### config.mk
export PLATFORM = sky130hd
export DESIGN_NAME = vfpu_issue_arb_flat
export DESIGN_NICKNAME = d
export VERILOG_FILES = /design/src/rtl/vfpu_issue_arb_if.sv /design/src/rtl/vfpu_issue_arb.sv /design/src/flat_wrapper.sv
export SDC_FILE = /design/constraint.sdc
export NUM_CORES = 1
export LEC_CHECK = 0
export CORE_AREA = 4 4 230 232
export DETAILED_ROUTE_END_ITERATION = 12
export DIE_AREA = 0 0 234 236
export PLACE_DENSITY = 0.54
export RECOVER_POWER = 50
export SYNTH_ARGS = -nofsm -noshare
export SYNTH_HDL_FRONTEND = slang
export SYNTH_SLANG_ARGS = --single-unit
export TNS_END_PERCENT = 100
### constraint.sdc
create_clock -name clk -period 9.9 [get_ports clk]
set_clock_uncertainty 0.2 [all_clocks]
set_input_delay 1.98 -clock clk [delete_from_list [all_inputs] [get_ports clk]]
set_output_delay 1.98 -clock clk [all_outputs]
set_load 0.01 [all_outputs]
### src/rtl/vfpu_issue_arb_if.sv
// Bundle between the requester agents, the issue arbiter and the VFPU wrapper.
// The slave modport is the arbiter's view. The master modport is the view of the agents plus the VFPU.
interface vfpu_issue_arb_if #(
    parameter int unsigned N_REQ = 4,
    parameter int unsigned DEPTH = 8,
    parameter int unsigned INS_W = 6,
    parameter int unsigned DW    = 32
);
    localparam int unsigned CntW = $clog2(DEPTH + 1);

    logic [N_REQ-1:0]       req_vld;
    logic [N_REQ-1:0]       req_rdy;
    logic [N_REQ*INS_W-1:0] req_ins;
    logic [N_REQ*DW-1:0]    req_a;
    logic [N_REQ*DW-1:0]    req_b;
    logic [N_REQ*DW-1:0]    req_c;

    logic [INS_W-1:0]       vfpu_ins;
    logic [DW-1:0]          operand_a;
    logic [DW-1:0]          operand_b;
    logic [DW-1:0]          operand_c;
    logic                   op_vld;
    logic [DW-1:0]          res;
    logic                   res_rdy;

    logic [N_REQ-1:0]       rsp_vld;
    logic [DW-1:0]          rsp_res;
    logic [CntW-1:0]        outstanding;
    logic                   err_orphan;

    modport master (
        output req_vld, req_ins, req_a, req_b, req_c, res, res_rdy,
        input  req_rdy, vfpu_ins, operand_a, operand_b, operand_c, op_vld,
        input  rsp_vld, rsp_res, outstanding, err_orphan
    );

    modport slave (
        input  req_vld, req_ins, req_a, req_b, req_c, res, res_rdy,
        output req_rdy, vfpu_ins, operand_a, operand_b, operand_c, op_vld,
        output rsp_vld, rsp_res, outstanding, err_orphan
    );
endinterface

### src/rtl/vfpu_issue_arb.sv
// Round-robin issue arbiter for a shared VFPU. An ordered tag FIFO holds the requester ID of every
// in-flight operation, so that each in-order result can be routed back to the requester that issued it.
module vfpu_issue_arb #(
    parameter int unsigned N_REQ = 4,
    parameter int unsigned DEPTH = 8,
    parameter int unsigned INS_W = 6,
    parameter int unsigned DW    = 32
) (
    input logic              clk,
    input logic              rst_n,
    vfpu_issue_arb_if.slave  bus
);
    localparam int unsigned IdxW = $clog2(N_REQ);
    localparam int unsigned AW   = $clog2(DEPTH);
    localparam int unsigned CntW = $clog2(DEPTH + 1);

    // Arbitration state
    logic [IdxW-1:0]  ptr_q, ptr_d;
    logic [IdxW:0]    cand;
    logic [IdxW-1:0]  win_idx;
    logic             win_found;
    logic [N_REQ-1:0] grant;
    logic             fire;

    // Tag FIFO
    logic [IdxW-1:0]  tag_mem [DEPTH];
    logic [AW-1:0]    wr_ptr_q, rd_ptr_q;
    logic [CntW-1:0]  cnt_q, cnt_d;
    logic             full, empty, push, pop;

    // Registered outputs
    logic [INS_W-1:0] ins_q;
    logic [DW-1:0]    a_q, b_q, c_q;
    logic             op_vld_q;
    logic [N_REQ-1:0] rsp_vld_q, rsp_vld_d;
    logic [DW-1:0]    rsp_res_q;
    logic             err_q;

    assign full  = (cnt_q == CntW'(DEPTH));
    assign empty = (cnt_q == '0);

    // Walk the priority order from ptr_q, wrapping modulo N_REQ; the first valid requester wins.
    always_comb begin
        win_found = 1'b0;
        win_idx   = '0;
        cand      = '0;
        for (int k = 0; k < N_REQ; k++) begin
            cand = {1'b0, ptr_q} + (IdxW + 1)'(k);
            if (cand >= (IdxW + 1)'(N_REQ)) begin
                cand = cand - (IdxW + 1)'(N_REQ);
            end
            if (!win_found && bus.req_vld[cand[IdxW-1:0]]) begin
                win_found = 1'b1;
                win_idx   = cand[IdxW-1:0];
            end
        end
    end

    // Reset and a full FIFO both suppress the grant; a pop in the same cycle does not bypass this.
    always_comb begin
        grant = '0;
        if (rst_n && !full && win_found) begin
            grant[win_idx] = 1'b1;
        end
    end

    assign fire        = |grant;
    assign push        = fire;
    assign pop         = bus.res_rdy && !empty;
    assign bus.req_rdy = grant;

    always_comb begin
        ptr_d = ptr_q;
        if (fire) begin
            ptr_d = (win_idx == IdxW'(N_REQ - 1)) ? '0 : win_idx + 1'b1;
        end
    end

    always_comb begin
        case ({push, pop})
            2'b10:   cnt_d = cnt_q + 1'b1;
            2'b01:   cnt_d = cnt_q - 1'b1;
            default: cnt_d = cnt_q;
        endcase
    end

    always_comb begin
        rsp_vld_d = '0;
        for (int i = 0; i < N_REQ; i++) begin
            rsp_vld_d[i] = pop && (tag_mem[rd_ptr_q] == IdxW'(i));
        end
    end

    always_ff @(posedge clk) begin
        if (!rst_n) begin
            ptr_q     <= '0;
            wr_ptr_q  <= '0;
            rd_ptr_q  <= '0;
            cnt_q     <= '0;
            op_vld_q  <= 1'b0;
            ins_q     <= '0;
            a_q       <= '0;
            b_q       <= '0;
            c_q       <= '0;
            rsp_vld_q <= '0;
            rsp_res_q <= '0;
            err_q     <= 1'b0;
        end else begin
            ptr_q     <= ptr_d;
            cnt_q     <= cnt_d;
            op_vld_q  <= fire;
            rsp_vld_q <= rsp_vld_d;
            if (push) begin
                wr_ptr_q <= wr_ptr_q + 1'b1;
                ins_q    <= bus.req_ins[win_idx*INS_W +: INS_W];
                a_q      <= bus.req_a[win_idx*DW +: DW];
                b_q      <= bus.req_b[win_idx*DW +: DW];
                c_q      <= bus.req_c[win_idx*DW +: DW];
            end
            if (pop) begin
                rd_ptr_q  <= rd_ptr_q + 1'b1;
                rsp_res_q <= bus.res;
            end
            if (bus.res_rdy && empty) begin
                err_q <= 1'b1;
            end
        end
    end

    // Tag storage needs no reset; the pointers alone define which entries are live.
    always_ff @(posedge clk) begin
        if (push) begin
            tag_mem[wr_ptr_q] <= win_idx;
        end
    end

    assign bus.vfpu_ins    = ins_q;
    assign bus.operand_a   = a_q;
    assign bus.operand_b   = b_q;
    assign bus.operand_c   = c_q;
    assign bus.op_vld      = op_vld_q;
    assign bus.rsp_vld     = rsp_vld_q;
    assign bus.rsp_res     = rsp_res_q;
    assign bus.outstanding = cnt_q;
    assign bus.err_orphan  = err_q;
endmodule

### src/flat_wrapper.sv
// flat-port wrapper written by rule: the top's interface ports become plain ports
module vfpu_issue_arb_flat 
#(
    parameter int unsigned N_REQ = 4,
    parameter int unsigned DEPTH = 8,
    parameter int unsigned INS_W = 6,
    parameter int unsigned DW    = 32
)
  (clk, rst_n, bus_req_vld, bus_req_ins, bus_req_a, bus_req_b, bus_req_c, bus_res, bus_res_rdy, bus_req_rdy, bus_vfpu_ins, bus_operand_a, bus_operand_b, bus_operand_c, bus_op_vld, bus_rsp_vld, bus_rsp_res, bus_outstanding, bus_err_orphan);
  vfpu_issue_arb_if #(.N_REQ(N_REQ), .DEPTH(DEPTH), .INS_W(INS_W), .DW(DW)) bus_i ();
  input logic clk;
  input logic rst_n;
  input wire logic [$bits(bus_i.req_vld)-1:0] bus_req_vld;
  input wire logic [$bits(bus_i.req_ins)-1:0] bus_req_ins;
  input wire logic [$bits(bus_i.req_a)-1:0] bus_req_a;
  input wire logic [$bits(bus_i.req_b)-1:0] bus_req_b;
  input wire logic [$bits(bus_i.req_c)-1:0] bus_req_c;
  input wire logic [$bits(bus_i.res)-1:0] bus_res;
  input wire logic [$bits(bus_i.res_rdy)-1:0] bus_res_rdy;
  output wire logic [$bits(bus_i.req_rdy)-1:0] bus_req_rdy;
  output wire logic [$bits(bus_i.vfpu_ins)-1:0] bus_vfpu_ins;
  output wire logic [$bits(bus_i.operand_a)-1:0] bus_operand_a;
  output wire logic [$bits(bus_i.operand_b)-1:0] bus_operand_b;
  output wire logic [$bits(bus_i.operand_c)-1:0] bus_operand_c;
  output wire logic [$bits(bus_i.op_vld)-1:0] bus_op_vld;
  output wire logic [$bits(bus_i.rsp_vld)-1:0] bus_rsp_vld;
  output wire logic [$bits(bus_i.rsp_res)-1:0] bus_rsp_res;
  output wire logic [$bits(bus_i.outstanding)-1:0] bus_outstanding;
  output wire logic [$bits(bus_i.err_orphan)-1:0] bus_err_orphan;
  assign bus_i.req_vld = bus_req_vld;
  assign bus_i.req_ins = bus_req_ins;
  assign bus_i.req_a = bus_req_a;
  assign bus_i.req_b = bus_req_b;
  assign bus_i.req_c = bus_req_c;
  assign bus_i.res = bus_res;
  assign bus_i.res_rdy = bus_res_rdy;
  assign bus_req_rdy = bus_i.req_rdy;
  assign bus_vfpu_ins = bus_i.vfpu_ins;
  assign bus_operand_a = bus_i.operand_a;
  assign bus_operand_b = bus_i.operand_b;
  assign bus_operand_c = bus_i.operand_c;
  assign bus_op_vld = bus_i.op_vld;
  assign bus_rsp_vld = bus_i.rsp_vld;
  assign bus_rsp_res = bus_i.rsp_res;
  assign bus_outstanding = bus_i.outstanding;
  assign bus_err_orphan = bus_i.err_orphan;
  vfpu_issue_arb #(.N_REQ(N_REQ), .DEPTH(DEPTH), .INS_W(INS_W), .DW(DW)) u_core (.clk(clk), .rst_n(rst_n), .bus(bus_i));
endmodule
* Word-level counts from Yosys, hierarchy flattened *
Memories as Yosys holds them, arrays and structs flattened. A register that Yosys moved wholly into a read port is not among the register bits.
Cells that the tools add are included.
W data, S select, Z words.

storage, ports and cells
  RAM bits = 16
  input bits = 447
  logic and storage cells = 97
  memories kept = 1
  register bits = 152
  output and inout bits = 148

operators by class
  magnitude comparators = 10
  $mul = 1
  equality and inequality tests = 7
  add/subtract/negate cells = 12
  mux-type cells = 29
  shift operators = 4
  reductions and logical operators = 21

memory list
  memory          depth  width  read ports  clocked after memory_dff  wr ports  RTL line              source
  u_core.tag_mem  8      2      1           1                         1         vfpu_issue_arb.sv:26  logic [IdxW-1:0] tag_mem [DEPTH];

operator list
  kind                   count
  $shiftx A128 B8 Y32    3
  $shiftx A24 B6 Y6      1
  $mux W2                9
  $lt A2 B3 Y1 const B   5
  $logic_and A1 B1 Y1    12
  $mux W1                11
  $ge A3 B3 Y1 const B   3
  $bmux W1 S2            4
  $eq A2 B2 Y1 const B   4
  $pmux W4 S2            1
  $sub A2 B1 Y2 const B  4
  $add A2 B2 Y3 const B  2
  $add A3 B1 Y3 const B  2
  $mux W3                2
  $logic_not A1 Y1       5
  $add A4 B1 Y4 const B  1
  $eq A2 B1 Y1 const B   2
  $eq A4 B4 Y1 const B   1
  $logic_not A4 Y1       1
  $mul A2 B2 Y4 const B  1
  $mux W4                1
  $reduce_or A4 Y1       1
  $sub A4 B1 Y4 const B  1
  $add A2 B1 Y3 const B  1
  other kinds (6)        6

* Depth between registers and ports, before layout *
  depth after elaboration = 22
  mapped depth = 19
  gate-level depth less buffers = 14

* Least setup slack after synthesis *
OpenSTA, ideal clock, no wires.

  kind = input -> output
  from = input bus_req_vld[1]
  to = output bus_req_rdy[3]
  data arrival time = 3,278 ps
  setup slack = 4,442 ps
  data required time = 7,720 ps
  cell stages on the path = 8
  buffers on the path = 2
  path through = nand2b_1 o221ai_4 nand2_4 buf_2 clkbuf_1 inv_1 ha_1 and2_1

between the ends
  word-level cells in the longest chain between the ends = 17
  elaborated cells between the ends (all ways) = 29
  those cells by class = order compare: 2; mux: 19; reduce/logical: 8

ends and longest elaborated chain
  item                                                                       RTL line              source
  start: declaration                                                         flat_wrapper.sv:13    input wire logic [$bits(bus_i.req_vld)-1:0] bus_req_vld;
  $bmux W1 S2                                                                vfpu_issue_arb.sv:52  if (!win_found && bus.req_vld[cand[IdxW-1:0]]) begin
  $mux W1 (not written as such)                                              vfpu_issue_arb.sv:52
  $mux W1                                                                    vfpu_issue_arb.sv:52
  $logic_not A1 Y1                                                           vfpu_issue_arb.sv:52
  $logic_and A1 B1 Y1                                                        vfpu_issue_arb.sv:52
  $mux W1                                                                    vfpu_issue_arb.sv:52
  $logic_not A1 Y1                                                           vfpu_issue_arb.sv:52
  $logic_and A1 B1 Y1                                                        vfpu_issue_arb.sv:52
  $mux W1                                                                    vfpu_issue_arb.sv:52
  $logic_not A1 Y1                                                           vfpu_issue_arb.sv:52
  $logic_and A1 B1 Y1                                                        vfpu_issue_arb.sv:52
  $mux W2                                                                    vfpu_issue_arb.sv:52
  $lt A2 B3 Y1 (not written as such) / $ge A2 B1 Y1 (equally long branches)  vfpu_issue_arb.sv:63  grant[win_idx] = 1'b1;
  $logic_and A1 B1 Y1 (not written as such)                                  vfpu_issue_arb.sv:63
  $mux W1 (not written as such)                                              vfpu_issue_arb.sv:63
  $demux W1 S2                                                               n/a
  $mux W4 *                                                                  vfpu_issue_arb.sv:62  if (rst_n && !full && win_found) begin
  end: declaration                                                           flat_wrapper.sv:20    output wire logic [$bits(bus_i.req_rdy)-1:0] bus_req_rdy;

Every way passes the cells marked *; elsewhere a longest branch is shown, timed or not. The select of a mux whose other input is x is not followed.

* Worst setup path after layout *
  from = input bus_req_vld[1]
  to = output bus_req_rdy[0]

Same word-level chain as after synthesis.

==> impl_metrics.toml <==
[layout]
drive_gt1_share_pct = 5.61
multi_input_area_sq_mm = 0.00518
fin_nets = 2063
final_common_cell = "clkdlybuf4s50_1"
syn_to_final_growth_pct = 74.8
layout.area.seq_sq_mm = 0.00358
final_cell_area_sq_mm = 0.0163
nFillCells = 5395
utilization_pct = 32.0
mostFrequentLayoutCells = "clkdlybuf4s50_1 (467), nand2_1 (282), dfxtp_1 (155)"

[worst_setup_path]
crit_path_cell_trace = "clkdlybuf4s50_1 -> nand2b_1 -> o221ai_4 -> buf_4 -> nand2_8 -> inv_4 -> nor2_1 -> clkdlybuf4s50_1"
reg2reg_depth = 12
worstSetupPathType = "in2out"
crit_top_cell = "clkdlybuf4s50_1"
rrSetupSlack_ns = 4.81
cp_slowest_stage_delay_ns = 0.64
r2r-end = "u_core.bus.outstanding[3]"
end_kind = "output pin"
worst_path_max_delay_cell = "inv_4"
cp_data_required_time_ns = 7.72
cp.arrival_ns = 5.18
startpoint_type = "input pin"
crit_path_max_fanout = 63
r2r-start = "u_core.bus.outstanding[1]"

[die]
chipWidth_microns = 234
core_sq_mm = 0.0510
die_height_microns = 236
initial_core_util_pct = 18.3
pin_count = 595
rows = 83
dieArea_sq_mm = 0.0552

[clock_tree]
clk_pin_slew_ns = 0.07
clock-sinks = 171
cts_root_buf = "clkbuf_16"
cts_tree = "yes"
post_cts_resized = 0
cts_hold_buf = 0
post_cts_buffers = 0
htree_num_levels = 4
cts_max_path_buffers = 2
clk_latency_ns = 0.48
numCtsBuffers = 17

[timing]
slew_violations = 74
timing.fmax_ghz = 0.136
fin_setup_tns_ns = 0
fin_crit_ns = 7.36
setup_viol = 0
maxSlewHeadroom_pct = -14.7
layout_setup_ws_ns = 2.54
fin_crit_sh_pct = 74.3
hold_violations = 0
worstMarginPinSlew_ns = 1.72
rsz0062_at_grt = "no"

[routing]
routed_wl_microns = 45000
drc = 0
wl_per_cell_microns = 19.5
detail-route-antenna-nets = 0
vias = 10637
drtPass1Iterations = 4
viasPerCell = 4.62
drt_iter0_markers = 488

[global_route]
grt_pass1_vias = 10934
grt.total_usage_pct = 15.7
overflow = 0
grt_first_pass_wirelength_microns = 66700
grt_max_degree = 103
antenna_found_initial = 4

[synthesis]
syn_area_per_cell_sq_um = 8.43
ys_ff_latch = 171
synth_warnings = 0
synth_area_leaders = "dfxtp_1 (33%), nand2_1 (11%), a311oi_1 (9.6%)"
synth_area_sq_mm = 0.00935
ys_seq_area_share_pct = 38.3
yosysTopAreaCell = "dfxtp_1"
ys.flop_type = "dfxtp_1"
postSynthCellCount = 1108
synth_edf_count = 16
syn-num-nets = 1562
yosysUniqueCellTypes = 48
synth_top_area_share_pct = 33.2
synthArstFlopShare_pct = 0

[min_path]
hold_depth = 2
hold_path_end = "u_core.bus.rsp_res[2]"
hold_path.class = "reg2reg"
holdCritStartpoint = "u_core.bus.rsp_res[2]"

[placement]
dp_hpwl_microns = 33000
port_buffers = 594
place_ws_ns = 2.47
place.gp.congestion = 0.874
post_dp_cell_area_sq_mm = 0.0157

[outcome]
status = "complete, but fails checks"
violations = "capacitance limit, slew limit"

[power_and_ir_drop]
ir_drop_mv = 0.127
total_power_mw = 3.29
power_density_mw_per_mm2 = 201
p_leak_nw = 6.28

[run]
cap_violations = 2
==> metal layers <==
metal / vias to the layer above / GRT usage (%) / wire (microns)
li1: 5160 / - / -
met3: 52 / 5.17 / 3220
met1: 5064 / 18.0 / 18000
met5: - / 0 / 0
met4: 0 / 5.15 / 1120
met2: 361 / 27.5 / 22600
==> Yosys cell counts (all sizes together), types with 2 or more instances <==
| cell type | count |
|---|---|
| nor4b | 2 |
| nor3b | 3 |
| o21ai | 3 |
| a21oi | 3 |
| a31o | 102 |
| nand2b | 3 |
| a21boi | 37 |
| a21o | 2 |
| a211oi | 104 |
| and3 | 102 |
| mux2i | 3 |
| and2 | 9 |
| buf | 45 |
| inv | 11 |
| nor3 | 2 |
| clkbuf | 81 |
| nand2 | 283 |
| mux4 | 4 |
| xnor2 | 5 |
| nor4 | 2 |
| a311oi | 102 |
| nor2 | 8 |
| ha | 6 |
| edfxtp | 16 |
| dfxtp | 155 |
==> power by group <==
group	switching (mW)	internal [mW]
Sequential	0.122	0.911
Combinational	0.804	0.743
Clock	0.352	0.357
==> worst max-delay path: cells and delay by family <==
| kind | cells | cell delay (ns) |
|---|---|---|
| and+or+nand+nor | 3 | 0.77 |
| AOI/OAI and AO/OA | 1 | 0.17 |
| buffers and inverters | 4 | 2.17 |
==> logic make-up (layout without fill, tap and decap cells) <==
kind of cell	after synthesis	count (layout)	share of synthesized area, %
buf+inv	138	652	6.45
compound gates	359	359	31.8
other cells	0	1	0
xor+xnor	6	6	0.562
simple gates	419	419	20.4
flops	171	171	38.3
fa+ha+maj	7	7	1.02
mux	8	8	1.41
==> worst max path at each step <==
stage / startpoint / to / slack (ns) / depth (start not counted)
detailed placement: bus_req_vld[1] / bus_req_rdy[1] / 2.47 / 8
global placement: bus_req_vld[1] / bus_req_rdy[1] / 2.52 / 8
CTS: bus_req_vld[1] / bus_req_rdy[1] / 2.48 / 8
finish: bus_req_vld[1] / bus_req_rdy[0] / 2.54 / 8
global route: bus_req_vld[1] / bus_req_rdy[1] / 2.27 / 8
floorplan: bus_req_vld[1] / bus_req_rdy[3] / 4.44 / 8
==> final cells by class <==
type / count / area share (%)
Inverter: 12 / 0.322
Clock buffer: 18 / 2.76
Sequential cell: 171 / 21.9
Tap cell: 680 / 5.21
Clock inverter: 14 / 1.04
Multi-Input combinational cell: 799 / 31.7
Timing Repair Buffer: 608 / 37.0
Antenna cell: 1 / 0.0153
==> flip-flops by register name (all words and copies together) (netlist names), 3 cells and up, named ones only <==
| name | count |
|---|---|
| u_core.bus.operand_a | 32 |
| u_core.bus.operand_b | 32 |
| u_core.bus.operand_c | 32 |
| u_core.bus.outstanding | 4 |
| u_core.bus.rsp_res | 32 |
| u_core.bus.rsp_vld | 4 |
| u_core.bus.vfpu_ins | 6 |
| u_core.rd_ptr_q | 3 |
| u_core.tag_mem | 16 |
| u_core.wr_ptr_q | 3 |
==> per-stage QoR <==
step,cells,hold slack (ns)
finish,2303,0.261
global route,2303,0.281
CTS,2302,0.270
detailed placement,2270,0.259
global placement,2270,0.253
floorplan,1108,0.267
No activity file was read; power rests on OpenSTA's default activity.
